==> config.mk <==
export PLATFORM = sky130hd
export DESIGN_NAME = gelu_lut
export DESIGN_NICKNAME = d
export VERILOG_FILES = /design/src/rtl/gelu_lut.sv
export SDC_FILE = /design/constraint.sdc
export NUM_CORES = 1
export LEC_CHECK = 0
export CAP_MARGIN = 0
export CORE_MARGIN = 2
export CORE_UTILIZATION = 50
export DETAILED_ROUTE_END_ITERATION = 8
export GPL_TIMING_DRIVEN = 0
export PLACE_DENSITY_LB_ADDON = 0.2
export SYNTH_ARGS = -nofsm -noshare
export SYNTH_HDL_FRONTEND = slang
export SYNTH_SLANG_ARGS = --single-unit
export TNS_END_PERCENT = 1
==> constraint.sdc <==
create_clock -name clk -period 0.9 [get_ports clk]
set_input_delay 0.09 -clock clk [delete_from_list [all_inputs] [get_ports clk]]
set_output_delay 0.09 -clock clk [all_outputs]
set_load 0.03 [all_outputs]
==> src/rtl/gelu_lut.sv <==
// GELU lookup for signed Q3.4 operands with a single registered output stage.
// Define GELU_LUT_HALF_TABLE_EN to store only x <= 0 and derive x > 0 via GELU(x) = x + GELU(-x).
module gelu_lut (
  input  logic              clk,
  input  logic              reset,
  input  logic signed [7:0] x_in,
  output logic signed [7:0] y_out
);

  // Magnitude of round(16*GELU(-k/16)) for k = 0..128.
  function automatic logic [7:0] neg_mag(input int unsigned k);
    if (k >= 36)      return 8'd0;
    else if (k >= 25) return 8'd1;
    else if (k >= 17) return 8'd2;
    else if (k >= 9)  return 8'd3;
    else if (k >= 4)  return 8'd2;
    else if (k >= 2)  return 8'd1;
    else              return 8'd0;
  endfunction

  logic [7:0] lut_y;

`ifdef GELU_LUT_HALF_TABLE_EN
  function automatic logic [128:0][7:0] build_half();
    logic [128:0][7:0] t;
    for (int unsigned k = 0; k <= 128; k++) begin
      t[k] = 8'd0 - neg_mag(k);
    end
    return t;
  endfunction

  localparam logic [128:0][7:0] HALF = build_half();

  logic [7:0] idx;

  // -(-128) wraps to 8'h80, which is exactly index 128 when read unsigned.
  always_comb begin
    idx   = x_in[7] ? 8'(-x_in) : 8'(x_in);
    lut_y = x_in[7] ? HALF[idx] : 8'(x_in) + HALF[idx];
  end
`else
  function automatic logic [255:0][7:0] build_full();
    logic [255:0][7:0] t;
    for (int unsigned i = 0; i < 256; i++) begin
      if (i < 128) t[i] = 8'(i) - neg_mag(i);
      else         t[i] = 8'd0 - neg_mag(256 - i);
    end
    return t;
  endfunction

  localparam logic [255:0][7:0] FULL = build_full();

  always_comb begin
    lut_y = FULL[8'(x_in)];
  end
`endif

  always_ff @(posedge clk or negedge reset) begin
    if (!reset) y_out <= '0;
    else        y_out <= lut_y;
  end

endmodule

== Word level (Yosys, flattened, before mapping) ==
Memories as Yosys holds them, arrays and structs flattened. A register that Yosys moved wholly into a read port is not among the register bits.
Index checks and enable logic that the tools add are counted.
Storage, ports and cells
  register bits after elaboration: 0
  memory bits (read-only): 2048
  bits of input ports: 10
  output and inout port bits: 8
  logic and storage cells: 2
  memories kept: 1
Operators by class
  reductions and logical operators: 1
Memories
  (name not given): depth 256, width 8, rd ports 1, clocked after memory_dff 1, write ports 0, line 54  | lut_y = FULL[8'(x_in)];
Operators by type and width (number)
  $logic_not 1->1: 1

== Logic depth before layout (Yosys ltp) ==
Gate-level depths: netlist of the first run.
  depth in word-level cells: 1
  mapped depth: 6
  gate-level depth less buffers: 6

== Worst setup path after synthesis of the first run ==
Ideal clock, no wire load.
  path type: input -> register
  start point: input x_in[1]
  end point: register y_out[2]
  setup time: 0.104 ns
  arrival time: 1.071 ns
  required time: 0.796 ns
  path slack: -0.275 ns
  stages: 5
  path buffers: 0
  path through: inv_1 > ha_1 > nand2_1 > a311o_1 > o311ai_1
RTL lines
  from (decl): line 6  | input logic signed [7:0] x_in,
  to (decl): line 7  | output logic signed [7:0] y_out

==> results by group, run 1 <==
Layout
  – Design area: 1240 µm²
  – Biggest regs: y_out: 8 flops
  – Ant diodes: 0
  – Max FFs per register: 8
  – Nets: about 150
  – Syn-to-layout area delta: 45.4%
  – Fraction of layout cells with a size suffix above 1: 0.405
  – Final Util: 0.797
  – Layout Cells excl Fill: 142
  – Top reg by flops: y_out
  – Fillers: 121

Place
  – Final HPWL from detailed placement: 1460 µm
  – Worst slack, placed: -1.22 ns
  – PortBufs: 16
  – Placed cell count: 132
  – DP Area: roughly 1100 µm²
  – Routability cong.: between 0.8 and 0.9

Clock network
  – CTS tree: done
  – Clock buffer depth: 2
  – Num CTS Buffers: 3
  – CTS root buf: clkbuf_4
  – CTS HTree Levels: 1
  – Clock transition at the registers of the reported paths: 0.05 ns
  – Clk sinks: 8
  – Hold buffer count at CTS: 0

Synthesis
  – Ys async rst share: 1.00
  – Cell Area, Synth: 855 µm²
  – Syn Nets: 120
  – Mapped Cells: 100
  – Post-synthesis cell type count: between 40 and 50
  – Synth Register Bits: 8
  – Cell taking the most area after synthesis: dfrtp_1
  – EDFF count, synth: 0
  – Synth top area cells: dfrtp_1, ha_1, buf_6, nand2b_1, o21ai_0
  – Warning count from the yosys run: 0
  – Most frequently used flop master after synthesis: dfrtp_1
  – Sequential area share after synthesis: 0.234
  – Avg Synthesized Cell Area: 8.55 µm²
  – Area share of the largest cell type after synthesis: 0.234

Global routing
  – Number of global-route vias before repair: 846
  – Initial antenna violation count: 0
  – Largest net degree at the start of global routing: 11
  – GRT Util Overall: 0.258
  – Grt ovf: 0
  – Global-route wire length before repair: 3820 µm

Floorplan
  – Die area: 2060 µm²
  – Ports: 18
  – Starting Density: 0.548
  – Die span in y: between 40 and 50 µm
  – Area of the core: roughly 1600 µm²
  – Rows: 14
  – Die width: ~45 µm

Critical path
  – Crit path DAT: between 1 and 1.5 ns
  – Crit path capture type: register
  – Critical path class: in -> reg
  – Critical path required time: about 1.1 ns
  – Nature of the critical path startpoint: input port
  – CP Max Fanout: 8

Pwr
  – Maximum vdd drop: 0.521 mV
  – Power Dens Cells: just under 1000 nW/µm²
  – Leak pwr: 0.524 nW

Status
  – Failing checks: setup timing
  – Status: finished with violations

Timing
  – Post-layout minimum cycle time: 1.12 ns
  – Slew @ Worst Pin: roughly 0.33 ns
  – Setup tns final: -1.49 ns
  – Fmax: 895 MHz
  – Relative slew slack: 0.778
  – Final WS setup: -0.217 ns
  – Period Utilization, post-route: 1.24
  – Final hold vios: 0
  – Fin. max-slew vios: 0
  – RSZ-0062 raised after global routing: true
  – # setup viols final: 16

Drt
  – DR vias: between 800 and 900
  – Post-route DRC violation count: 0
  – Wire length per cell: 16.2 µm
  – DR vias/cell: 6.24
  – Initial drt markers: 50
  – Final WL: 2310 µm
  – Antenna-violating nets left: 0
  – DRT Pass-1 Iters: 5

Worst hold path
  – Hold crit path type: in -> async

Run
  – Max_cap viols: 0
==> power by group <==
part / internal [W] / switching (W) / total, W / leakage, nW
clock: 0.000152 / 0.000115 / 0.000267 / 0.0138
sequential: 0.000391 / 0.00000766 / 0.000399 / 0.101
combinational: 0.000238 / 0.000307 / 0.000545 / 0.409
==> path summary, 6_finish.rpt <==
| kind | startpoint | endpoint | slack [ns] | cells after the start |
|---|---|---|---|---|
| max | x_in[1] | y_out[2] | -0.22 | 6 |
| min | reset | y_out[6] | 0.10 | 1 |
| max in group asynchronous | reset | y_out[5] | 0.55 | 1 |
| min in group clk | x_in[1] | y_out[1] | 0.25 | 3 |
==> synth_stat cells (2+ instances only) <==
| cell type | instances |
|---|---|
| a21oi_1 | 5 |
| a311oi_1 | 2 |
| a31oi_1 | 3 |
| buf_2 | 4 |
| buf_6 | 4 |
| dfrtp_1 | 8 |
| ha_1 | 10 |
| inv_1 | 6 |
| nand2_1 | 6 |
| nand2b_1 | 5 |
| nor2_1 | 8 |
| nor2b_1 | 2 |
| nor3_1 | 2 |
| o21ai_0 | 6 |
| or3_1 | 2 |
==> per-layer routing <==
layer  up-vias  global-route usage  share of wire
li1        420                   -              -
met1       413               0.289           0.40
met2        49               0.463           0.51
met3         4              0.0320          0.069
met4         0               0.147          0.015
met5         -                   0              0
==> final cells by class <==
cell class | instances | area, µm² | area share
buffer | 8 | 80.1 | 0.0645
multi-input combinational | 77 | 663 | 0.534
tap | 16 | 20.0 | 0.0161
inverter | 7 | 32.5 | 0.0262
sequential | 8 | 200 | 0.161
timing repair buffer | 23 | 224 | 0.180
clock buffer | 3 | 22.5 | 0.0181
==> per-stage QoR <==
stage | total power [W] | hold WS, ns
finish | 0.00121 | 0.103
global route | 0.00128 | 0.114
CTS | 0.00117 | 0.114
detailed placement | 0.000865 | 0.376
global placement | 0.000857 | 0.373
floorplan | 0.000696 | -0.206
==> layout by cell type (no fill, tap or decap), types with 4 or more instances in the layout <==
cell type and instances:
buf_4 7, nand2_1 6, o21ai_0 4, nor2_1 6, buf_6 7, nand2b_1 4
inv_1 4, dfrtp_1 8, clkdlybuf4s15_2 9, ha_1 7
==> timing repair <==
action / 4_1_cts / 5_1_grt
cloned: 0 / 0
buffers inserted: 6 / 1
endpoints found under the setup margin: 16 / 16
pin swaps: 13 / 7
resized for setup: 65 / 9
==> logic make-up (layout without fill, tap and decap cells) <==
kind of cell | Yosys count | in the layout | synth area share
AOI/OAI and AO/OA | 35 | 35 | 0.303
adders and majority gates | 10 | 10 | 0.146
buffers and inverters | 15 | 41 | 0.107
DFF | 8 | 8 | 0.234
muxes | 1 | 1 | 0.0132
and+or+nand+nor | 31 | 31 | 0.196
==> worst max-delay path, stage by stage <==
cell        delay, ns
buf_12           0.11
clkinvlp_4       0.15
ha_4             0.19
nand2_1          0.08
a311o_1          0.35
o311ai_1         0.29
No activity file was read; power rests on OpenSTA's default activity.
==> run 2, diff against run 1 <==
CORE_UTILIZATION = 54   (was 50)
==> results by group, run 2 (synthesis gave the netlist of run 1 again) <==
Status
  – Status: finished with violations
  – Failing checks: setup timing

Drt
  – Post-route DRC violation count: 0 (unchanged)
  – DRT Pass-1 Iters: 5 (unchanged)
  – Antenna-violating nets left: 0 (unchanged)
  – DR vias/cell: 6.51 (+4.4%)
  – DR vias: 938 (+5.9%)
  – Wire length per cell: 17.5 µm (+7.7%)
  – Initial drt markers: 24 (-52%)
  – Final WL: 2520 µm (+9.2%)

Timing
  – Period Utilization, post-route: 1.29 (+0.0438)
  – Final hold vios: 0 (unchanged)
  – Post-layout minimum cycle time: 1.16 ns (+0.0394 ns)
  – Fmax: 865 MHz (-3.4%)
  – Fin. max-slew vios: 0 (unchanged)
  – Relative slew slack: 0.780 (+0.00232)
  – RSZ-0062 raised after global routing: true
  – # setup viols final: 16 (unchanged)
  – Final WS setup: -0.257 ns (-0.0394 ns)
  – Worst hold slack: 0.106 ns (+0.00281 ns)
  – Slew @ Worst Pin: 0.329 ns (-0.00347 ns)

Floorplan
  – Ports: 18 (unchanged)
  – Area of the core: 1490 µm² (-4.5%)
  – Rows: 14 (unchanged)
  – Die width: 43.8 µm (-3.4%)
  – Die area: 1920 µm² (-6.8%)
  – Starting Density: 0.574 (+0.0258)
  – Die span in y: 43.8 µm (-3.4%)

Clock network
  – Clk sinks: 8 (unchanged)
  – Clock buffer depth: 2 (unchanged)
  – Clock transition at the registers of the reported paths: 0.05 ns (about the same)
  – CTS root buf: clkbuf_4
  – Hold buffer count at CTS: 0 (unchanged)
  – Num CTS Buffers: 3 (unchanged)
  – CTS tree: done
  – CTS HTree Levels: 1 (unchanged)

Global routing
  – Global-route wire length before repair: 4080 µm (+6.9%)
  – Number of global-route vias before repair: 922 (+9.0%)
  – Grt ovf: 0 (unchanged)
  – Largest net degree at the start of global routing: 11 (unchanged)
  – GRT Util Overall: 0.282 (+0.0237)
  – Initial antenna violation count: 0 (unchanged)

Layout
  – Most frequent cells in the layout: buf_6, clkdlybuf4s15_2, dfrtp_1, ha_1, nand2_1
  – Fraction of layout cells with a size suffix above 1: 0.406 (+0.00149)
  – Seq. cell area: 200 µm² (unchanged)
  – Ant diodes: 0 (unchanged)
  – Fillers: 92 (-24%)
  – Max FFs per register: 8 (unchanged)
  – Syn-to-layout area delta: 46.3%
  – Most common cell after layout, fill and taps aside: buf_6
  – Biggest regs: y_out: 8 flops
  – Top reg by flops: y_out
  – Nets: 150 (+1.4%)
  – Footprint of the multi-input gates: 644 µm² (-2.8%)

Critical path
  – CP peak stage delay: 0.31 ns (-0.04 ns)
  – Crit path capture type: register
  – WP buf/inv: 3 (+1)
  – Crit-path cells: buf_12 -> clkinvlp_4 -> buf_6 -> ha_4 -> nor2_2 -> a21oi_1 -> a2111oi_2 -> o311ai_1
  – Critical path class: in -> reg
  – Slowest-stage cell, CP: a2111oi_2
  – CP delay by family, top: compound AO/OA/AOI/OAI gates
  – Crit path DAT: 1.26 ns (about the same)
  – CP Max Fanout: 4 (-4)
  – Critical path required time: 1.01 ns (-0.04 ns)
  – Nature of the critical path startpoint: input port

Pwr
  – Maximum vdd drop: 0.470 mV (-9.7%)
  – Leak pwr: 0.529 nW (+0.92%)
  – Power Dens Cells: 977 nW/µm² (+0.27%)

Place
  – Worst slack, placed: -1.21 ns (+0.0114 ns)
  – PortBufs: 16 (unchanged)
  – Routability cong.: 0.912 (+3.1%)
  – Final HPWL from detailed placement: 1620 µm (+11%)

Worst hold path
  – Hold crit path type: in -> async

Run
  – Max_cap viols: 0 (unchanged)
-- run 2: changes by cell type in the layout (fill, tap and decap cells not counted), sizes merged --
cell / before / now
buf: 18 / 19
clkbuf: 3 / 4
-- run 2: cell type report --
class	instances	area share
inverter	7	0.0260
clock buffer	3	0.0180
multi-input combinational	77	0.516
buffer	8	0.0671
tap	16	0.0160
timing repair buffer	25	0.197
sequential	8	0.160
-- run 2: worst paths after layout --
kind / from / end / slack, ns / cells after the start
worst max-delay path: x_in[1] / y_out[2] / -0.26 / 8
worst min-delay path: reset / y_out[0] / 0.11 / 1
max in group asynchronous: reset / y_out[3] / 0.55 / 1
min in group clk: x_in[1] / y_out[1] / 0.35 / 4
-- run 2: power breakdown --
| part | total [W] | switching (W) | internal, W | leakage [nW] |
|---|---|---|---|---|
| sequential | 0.000401 | 0.00000928 | 0.000391 | 0.101 |
| clock | 0.000261 | 0.000109 | 0.000152 | 0.0138 |
| combinational | 0.000560 | 0.000313 | 0.000247 | 0.413 |
| total | 0.00122 | 0.000432 | 0.000790 | 0.529 |
-- run 2: metal layers --
layer,wire length (µm),global-route usage,vias to the layer above
met3,169,0.0292,16
met4,108,0.145,0
li1,-,-,424
met5,0,0,-
met2,1290,0.524,56
met1,953,0.309,442
-- run 2: repair_timing --
action,4_1_cts,5_1_grt
setup endpoints to repair,16,16
buffers inserted,8,0
endpoints found under the hold margin,0,0
pin swaps,10,3
resized for setup,68,8
cloned,1,0
-- run 2: metrics by stage --
step / total power, W / util / TNS, ns / cell area, µm² / cells
after floorplan: 0.000696 / - / -1.40 / 871 / 100
after global placement: 0.000861 / 0.706 / -10.34 / 1050 / 132
after detailed placement: 0.000873 / 0.706 / -10.67 / 1050 / 132
after CTS: 0.00119 / 0.820 / -1.49 / 1220 / 144
after global routing: 0.00127 / 0.839 / -2.35 / 1250 / 144
final: 0.00122 / 0.839 / -1.91 / 1250 / 144
